[config.mk]
export PLATFORM = sky130hd
export DESIGN_NAME = mul_seq_unit_flat
export DESIGN_NICKNAME = d
export VERILOG_FILES = /design/src/rtl/mul_seq_pkg.sv /design/src/rtl/mul_seq_if.sv /design/src/rtl/mul_shift_add_core.sv /design/src/rtl/mul_seq_unit.sv /design/src/flat_wrapper.sv
export SDC_FILE = /design/constraint.sdc
export NUM_CORES = 1
export LEC_CHECK = 0
export BUFFER_PORTS_ARGS = -buffer_cell sky130_fd_sc_hd__buf_2
export CAP_MARGIN = 15
export CORE_ASPECT_RATIO = 0.8
export CORE_MARGIN = 2
export CORE_UTILIZATION = 40
export CTS_CLUSTER_SIZE = 10
export DETAILED_ROUTE_END_ITERATION = 12
export HOLD_SLACK_MARGIN = 0.03
export RECOVER_POWER = 100
export SLEW_MARGIN = 20
export SYNTH_ARGS = -nofsm -noshare
export SYNTH_HDL_FRONTEND = slang
export SYNTH_SLANG_ARGS = --single-unit
[constraint.sdc]
create_clock -name clk -period 14.95 [get_ports clk]
set_input_delay 0.7475 -clock clk [delete_from_list [all_inputs] [get_ports clk]]
set_output_delay 0.7475 -clock clk [all_outputs]
set_load 0.1 [all_outputs]
[src/rtl/mul_seq_pkg.sv]
// mul_seq_pkg: shared constants, funct3 encodings and FSM states for the sequential multiplier.
// MUL_SEQ_RADIX4_EN selects two multiplier bits per CALC cycle instead of one.
package mul_seq_pkg;
    localparam int XLEN    = 32;
    localparam int ITER_R2 = 32;
    localparam int ITER_R4 = 16;
`ifdef MUL_SEQ_RADIX4_EN
    localparam int ITERS = ITER_R4;
`else
    localparam int ITERS = ITER_R2;
`endif
    localparam logic [2:0] F3_MUL    = 3'b000;
    localparam logic [2:0] F3_MULH   = 3'b001;
    localparam logic [2:0] F3_MULHSU = 3'b010;
    localparam logic [2:0] F3_MULHU  = 3'b011;
    typedef enum logic [1:0] {IDLE, CALC, FIX, DONE} state_t;
endpackage

[src/rtl/mul_seq_if.sv]
// mul_seq_if: request/result handshake bundle between the multiplier and its client.
interface mul_seq_if;
    import mul_seq_pkg::*;
    logic            in_valid;
    logic            in_ready;
    logic [XLEN-1:0] a;
    logic [XLEN-1:0] b;
    logic [2:0]      funct3;
    logic [4:0]      rd_in;
    logic            flush;
    logic            out_valid;
    logic            out_ready;
    logic [XLEN-1:0] y;
    logic [4:0]      rd_out;
    logic            busy;
    modport slave (input in_valid, a, b, funct3, rd_in, flush, out_ready,
                   output in_ready, out_valid, y, rd_out, busy);
    modport master (output in_valid, a, b, funct3, rd_in, flush, out_ready,
                    input in_ready, out_valid, y, rd_out, busy);
endinterface

[src/rtl/mul_shift_add_core.sv]
// mul_shift_add_core: unsigned shift-add datapath over 32-bit magnitudes into a 64-bit product.
// MUL_SEQ_RADIX4_EN retires two multiplier bits per step.
module mul_shift_add_core
    import mul_seq_pkg::*;
(
    input  logic              clk,
    input  logic              rst,
    input  logic              i_load,
    input  logic              i_step,
    input  logic [XLEN-1:0]   i_mcand,
    input  logic [XLEN-1:0]   i_mplier,
    output logic [2*XLEN-1:0] o_prod,
    output logic              o_zero
);
    logic [2*XLEN-1:0] r_prod, r_mcand, w_pp;
    logic [XLEN-1:0]   r_mplier;
`ifdef MUL_SEQ_RADIX4_EN
    localparam int STEP = 2;
    assign w_pp = (r_mplier[0] ? r_mcand : '0) + (r_mplier[1] ? {r_mcand[2*XLEN-2:0], 1'b0} : '0);
`else
    localparam int STEP = 1;
    assign w_pp = r_mplier[0] ? r_mcand : '0;
`endif
    always_ff @(posedge clk or posedge rst) begin
        if (rst) begin
            r_prod   <= '0;
            r_mcand  <= '0;
            r_mplier <= '0;
        end else if (i_load) begin
            r_prod   <= '0;
            r_mcand  <= {{XLEN{1'b0}}, i_mcand};
            r_mplier <= i_mplier;
        end else if (i_step) begin
            r_prod   <= r_prod + w_pp;
            r_mcand  <= r_mcand << STEP;
            r_mplier <= r_mplier >> STEP;
        end
    end
    assign o_prod = r_prod;
    assign o_zero = (r_mcand == '0) || (r_mplier == '0);
endmodule

[src/rtl/mul_seq_unit.sv]
// mul_seq_unit: sequential RV32M MUL/MULH/MULHSU/MULHU unit with sign fix-up and valid/ready handshake.
// MUL_SEQ_RADIX4_EN halves the CALC phase (see mul_shift_add_core).
module mul_seq_unit
    import mul_seq_pkg::*;
(
    input logic       clk,
    input logic       rst,
    mul_seq_if.slave  bus
);
    state_t            r_state, w_next;
    logic [4:0]        r_cnt;
    logic              r_chk, r_sign;
    logic [2:0]        r_f3;
    logic [4:0]        r_rd;
    logic [XLEN-1:0]   r_y;
    logic              w_in_ready, w_take, w_neg_a, w_neg_b, w_zero, w_core_zero;
    logic [2*XLEN-1:0] w_prod, w_signed;
    logic [XLEN-1:0]   w_fix;
    assign w_in_ready = (r_state == IDLE) || (r_state == DONE && bus.out_ready);
    assign w_take     = bus.in_valid && w_in_ready && !bus.flush;
    assign w_neg_a    = bus.a[XLEN-1] && (bus.funct3[1:0] != 2'b11);
    assign w_neg_b    = bus.b[XLEN-1] && !bus.funct3[1];
    assign w_zero     = r_f3[2] || w_core_zero;
    assign w_signed   = r_sign ? -w_prod : w_prod;
    assign w_fix      = (r_f3[1:0] == F3_MUL[1:0]) ? w_signed[XLEN-1:0] : w_signed[2*XLEN-1:XLEN];
    mul_shift_add_core u_core (
        .clk      (clk),
        .rst      (rst),
        .i_load   (w_take),
        .i_step   (r_state == CALC && !r_chk),
        .i_mcand  (w_neg_a ? -bus.a : bus.a),
        .i_mplier (w_neg_b ? -bus.b : bus.b),
        .o_prod   (w_prod),
        .o_zero   (w_core_zero)
    );
    // The first CALC cycle only screens for the zero/unsupported early-out.
    always_comb begin
        w_next = r_state;
        case (r_state)
            IDLE: w_next = w_take ? CALC : IDLE;
            CALC: w_next = r_chk ? (w_zero ? DONE : CALC) : (r_cnt == 5'(ITERS - 1) ? FIX : CALC);
            FIX:  w_next = DONE;
            DONE: w_next = bus.out_ready ? (w_take ? CALC : IDLE) : DONE;
            default: w_next = IDLE;
        endcase
        if (bus.flush) w_next = IDLE;
    end
    always_ff @(posedge clk or posedge rst) begin
        if (rst) begin
            r_state <= IDLE;
            r_cnt   <= '0;
            r_chk   <= 1'b0;
            r_sign  <= 1'b0;
            r_f3    <= '0;
            r_rd    <= '0;
            r_y     <= '0;
        end else begin
            r_state <= w_next;
            if (w_take) begin
                r_f3   <= bus.funct3;
                r_rd   <= bus.rd_in;
                r_sign <= w_neg_a ^ w_neg_b;
                r_chk  <= 1'b1;
                r_cnt  <= '0;
            end else if (r_state == CALC) begin
                r_chk <= 1'b0;
                r_cnt <= r_chk ? r_cnt : r_cnt + 5'd1;
            end
            if (r_state == CALC && r_chk && w_zero && !bus.flush) r_y <= '0;
            if (r_state == FIX && !bus.flush) r_y <= w_fix;
        end
    end
    assign bus.in_ready  = w_in_ready;
    assign bus.out_valid = (r_state == DONE);
    assign bus.y         = r_y;
    assign bus.rd_out    = r_rd;
    assign bus.busy      = (r_state != IDLE);
endmodule

[src/flat_wrapper.sv]
// flat-port wrapper written by rule: the top's interface ports become plain ports
module mul_seq_unit_flat import mul_seq_pkg::*;
  (clk, rst, bus_in_valid, bus_a, bus_b, bus_funct3, bus_rd_in, bus_flush, bus_out_ready, bus_in_ready, bus_out_valid, bus_y, bus_rd_out, bus_busy);
  mul_seq_if bus_i ();
  input logic clk;
  input logic rst;
  input wire logic [$bits(bus_i.in_valid)-1:0] bus_in_valid;
  input wire logic [$bits(bus_i.a)-1:0] bus_a;
  input wire logic [$bits(bus_i.b)-1:0] bus_b;
  input wire logic [$bits(bus_i.funct3)-1:0] bus_funct3;
  input wire logic [$bits(bus_i.rd_in)-1:0] bus_rd_in;
  input wire logic [$bits(bus_i.flush)-1:0] bus_flush;
  input wire logic [$bits(bus_i.out_ready)-1:0] bus_out_ready;
  output wire logic [$bits(bus_i.in_ready)-1:0] bus_in_ready;
  output wire logic [$bits(bus_i.out_valid)-1:0] bus_out_valid;
  output wire logic [$bits(bus_i.y)-1:0] bus_y;
  output wire logic [$bits(bus_i.rd_out)-1:0] bus_rd_out;
  output wire logic [$bits(bus_i.busy)-1:0] bus_busy;
  assign bus_i.in_valid = bus_in_valid;
  assign bus_i.a = bus_a;
  assign bus_i.b = bus_b;
  assign bus_i.funct3 = bus_funct3;
  assign bus_i.rd_in = bus_rd_in;
  assign bus_i.flush = bus_flush;
  assign bus_i.out_ready = bus_out_ready;
  assign bus_in_ready = bus_i.in_ready;
  assign bus_out_valid = bus_i.out_valid;
  assign bus_y = bus_i.y;
  assign bus_rd_out = bus_i.rd_out;
  assign bus_busy = bus_i.busy;
  mul_seq_unit u_core (.clk(clk), .rst(rst), .bus(bus_i));
endmodule
==> metrics.md <==
| Metric | Value |
|---|---|
| WS Path Type | reg -> reg |
| Critical path capture point type | register |
| Crit path to | u_core.u_core.r_mcand[26] |
| Max-slew violations | 545 |
| Most common cell after layout, fill and taps aside | nand2_1 |
| Failing checks | max-capacitance violations, max-slew violations |
| Worst Setup Start Kind | register |
| Area grow syn2layout | 9.981% |
| Min-Delay Path Class | in -> reg |
| IR drop worst, VDD | between 80 and 90 µV |
| Die Ht | ~180 µm |
| Post-DP HPWL | around 35 mm |
| Fmax achieved | ~0.16 GHz |
| Synthesized area | 15290 µm² |
| R2R setup slack | ~8.7 ns |
| Post-CTS sizing | 0 |
| Bufs on Longest Clock Path | 3 |
| Commonest cells after routing, fill and taps aside | nand2_1, o21ai_0, dfrtp_1 |
| Final instance area | approximately 17000 µm² |
| First-pass GRT wire length | ~75 mm |
| Distinct cell type count after synthesis | 79 |
| FP Rows | between 60 and 70 |
| DR vias | roughly 14000 |
| CTS Buf Count | 26 |
| Die area | roughly 40000 µm² |
| Worst R2R Start | u_core.r_state[1] |
| Adder-Cell Fraction of Synth Area | 0.05694 |
| Pwr dens | ~170 nW/µm² |
| Htree depth | 1 |
| Detail Route Antenna Nets | 0 |
| RSZ-0062 raised after global routing | false |
| Worst EP arrival | 6.61 ns |
| Final Cycle Share | 0.4196 |
| Core ar. | 37960 µm² |
| Main synth FF type | dfrtp_1 |
| Share of cells above drive strength 1 | 0.07355 |
| Routed vias/inst | approximately 5.9 |
| Post-DP Area | between 15000 and 20000 µm² |
| Synth Area in Simple Gates | 0.2179 |
| DR iter-0 viols | roughly 1500 |
| GRT Total Usage | 0.2366 |
| Largest driver fanout on the critical path | between 60 and 70 |
| Syn_nets | around 2000 |
| Pleak | 7.303 nW |
| Die width | 222.6 µm |
| Largest family of logic cells by synthesized area | compound AO/OA/AOI/OAI gates |
| Async SR Flop Fraction | 1.000 |
| Status | finished with violations |
| Worst Clk Skew | around 0.034 ns |
| DRC violations left | 0 |
| Worst skew pair latency | ~0.57 ns |
| Post-synth EDFFs | 0 |
| Total negative slack | 0 ns |
| Final setup viols | 0 |
| Fin crit period | approximately 6.3 ns |
| CTS tree | done |
| Xor/xnor share of the synthesized area | 0.09908 |
| CTS sink cnt | between 200 and 250 |
| Post-CTS Setup Bufs | 0 |
| Post-synthesis sequential area ratio | 0.3420 |
| Vias in the first global route | around 13000 |
| Slew headroom | -1.626 |
| Compound-Gate Fraction of Synth Area | 0.2445 |
| Largest net degree at the start of global routing | 87 |
| Final layout net count | 2050 |
| DR WL/cell | around 20 µm |
| Post-synthesis mux area share | 0.001309 |
| Reg clk slew, reported paths | approximately 0.06 ns |
| Mean Syn Cell Area | 8.209 µm² |
| Top post-synthesis cells by area | dfrtp_1, o21ai_0, nand2_1, ha_1, xnor2_1 |
| Reg2reg end | u_core.u_core.r_mcand[26] |
| FF+latch count, synth | about 210 |
| Crit path required time | 15.29 ns |
| Synth top area share | 0.3420 |
| Cts hold-fix bufs | 0 |
| DRT Pass-1 Iters | 6 |
| Mapped Cells | about 1900 |
| Initial core utilization | 0.4029 |
| # IOs | ~120 |
| Initial antenna violation count | 0 |
| Area leader, netlist | dfrtp_1 |
| Final hold violation count | 0 |
| Tightest Pin Transition | ~3.9 ns |
| Worst R2R Path Depth | 6 |
| Max Cap Viol | 9 |
| GP Congestion | 0.9445 |
| Crit path launch | u_core.r_state[1] |
| I/O Buffers | between 100 and 150 |
| Yosys Warn Count | 0 |
| Root Driver | clkbuf_16 |
| Antenna diodes | 0 |
| Gr ovfl total | 0 |
| Drt total wl | 47.06 mm |
-- worst min-delay path by stage --
stage	depth (start not counted)	end	slack, ns	start
2_1_floorplan	2	u_core.r_f3[2]	0.44	u_core.r_f3[2]
3_3_place_gp	2	u_core.bus.rd_out[4]	0.46	u_core.bus.rd_out[4]
3_5_place_dp	2	u_core.bus.rd_out[2]	0.46	u_core.bus.rd_out[2]
4_1_cts	2	u_core.bus.rd_out[4]	0.29	rst
5_1_grt	3	u_core.r_f3[2]	0.37	bus_funct3[2]
6_report	3	u_core.bus.rd_out[3]	0.37	bus_rd_in[3]
-- kinds of logic (layout without fill, tap and decap cells) --
family	count (synthesis)	count (layout)
compound gates	595	595
fa+ha+maj	69	69
buf+inv	145	199
flops	209	209
mux	2	2
simple gates	670	670
xor+xnor	173	173
-- synthesized netlist by cell type, drive strengths merged (39+ instances only) --
| master | instances |
|---|---|
| a21o | 39 |
| a21oi | 114 |
| a22oi | 56 |
| and2 | 70 |
| clkbuf | 97 |
| dfrtp | 209 |
| ha | 68 |
| nand2 | 272 |
| nand3 | 45 |
| nor2 | 82 |
| nor4 | 40 |
| o21ai | 221 |
| xnor2 | 88 |
| xor2 | 85 |
-- state kept, by name, summed over array words and instances, names as in the netlist, 2 cells and up --
name / flops
u_core.bus.rd_out: 5
u_core.u_core.r_mplier: 32
u_core.bus.y: 32
u_core.u_core.r_mcand: 64
u_core.r_f3: 3
u_core.u_core.o_prod: 64
u_core.r_cnt: 5
u_core.r_state: 2
-- metal layers --
metal,vias to the layer above,global-route usage,share of wire
met5,-,0,0
met4,0,0.04195,0.016
met3,41,0.04736,0.091
met2,532,0.3293,0.39
met1,6729,0.3738,0.50
li1,6865,-,-
-- where the power goes --
group          internal, mW  leakage, nW  switching, mW  total, mW
sequential            0.723         2.76          0.218      0.941
clock                 0.338        0.378          0.249      0.587
combinational         0.394         4.17          0.879       1.27
-- final cells by class --
class	count	area (µm²)
clock inverters	3	40.04
fillers	3865	21140
well taps	495	619.3
clock buffers	38	735.7
inverters	30	113.9
repair buffers	128	606.8
flip-flops and latches	209	5231
multi-input cells	1509	9473
-- through the flow --
| step | power [mW] | util | std cells | hold slack, ns | setup WS [ns] |
|---|---|---|---|---|---|
| after global placement | 2.205 | 0.4253 | 2370 | 0.4568 | 10.55 |
| after CTS | 2.814 | 0.4458 | 2411 | 0.2933 | 10.41 |
| after floorplan | 1.878 | - | 1863 | 0.4406 | 8.493 |
| final | 2.802 | 0.4431 | 2412 | 0.3748 | 8.677 |
| after global routing | 2.983 | 0.4431 | 2412 | 0.3675 | 7.641 |
| after detailed placement | 2.224 | 0.4253 | 2370 | 0.4608 | 10.44 |
-- critical path: stages, from the launching register on --
cell      delay (ns)
dfrtp_1         0.46
nand2b_1        0.20
nor2_1          1.77
nor2_1          1.55
clkbuf_1        1.34
a22oi_1         0.53
o21ai_0         0.14
(Power assumes the default switching activity.)
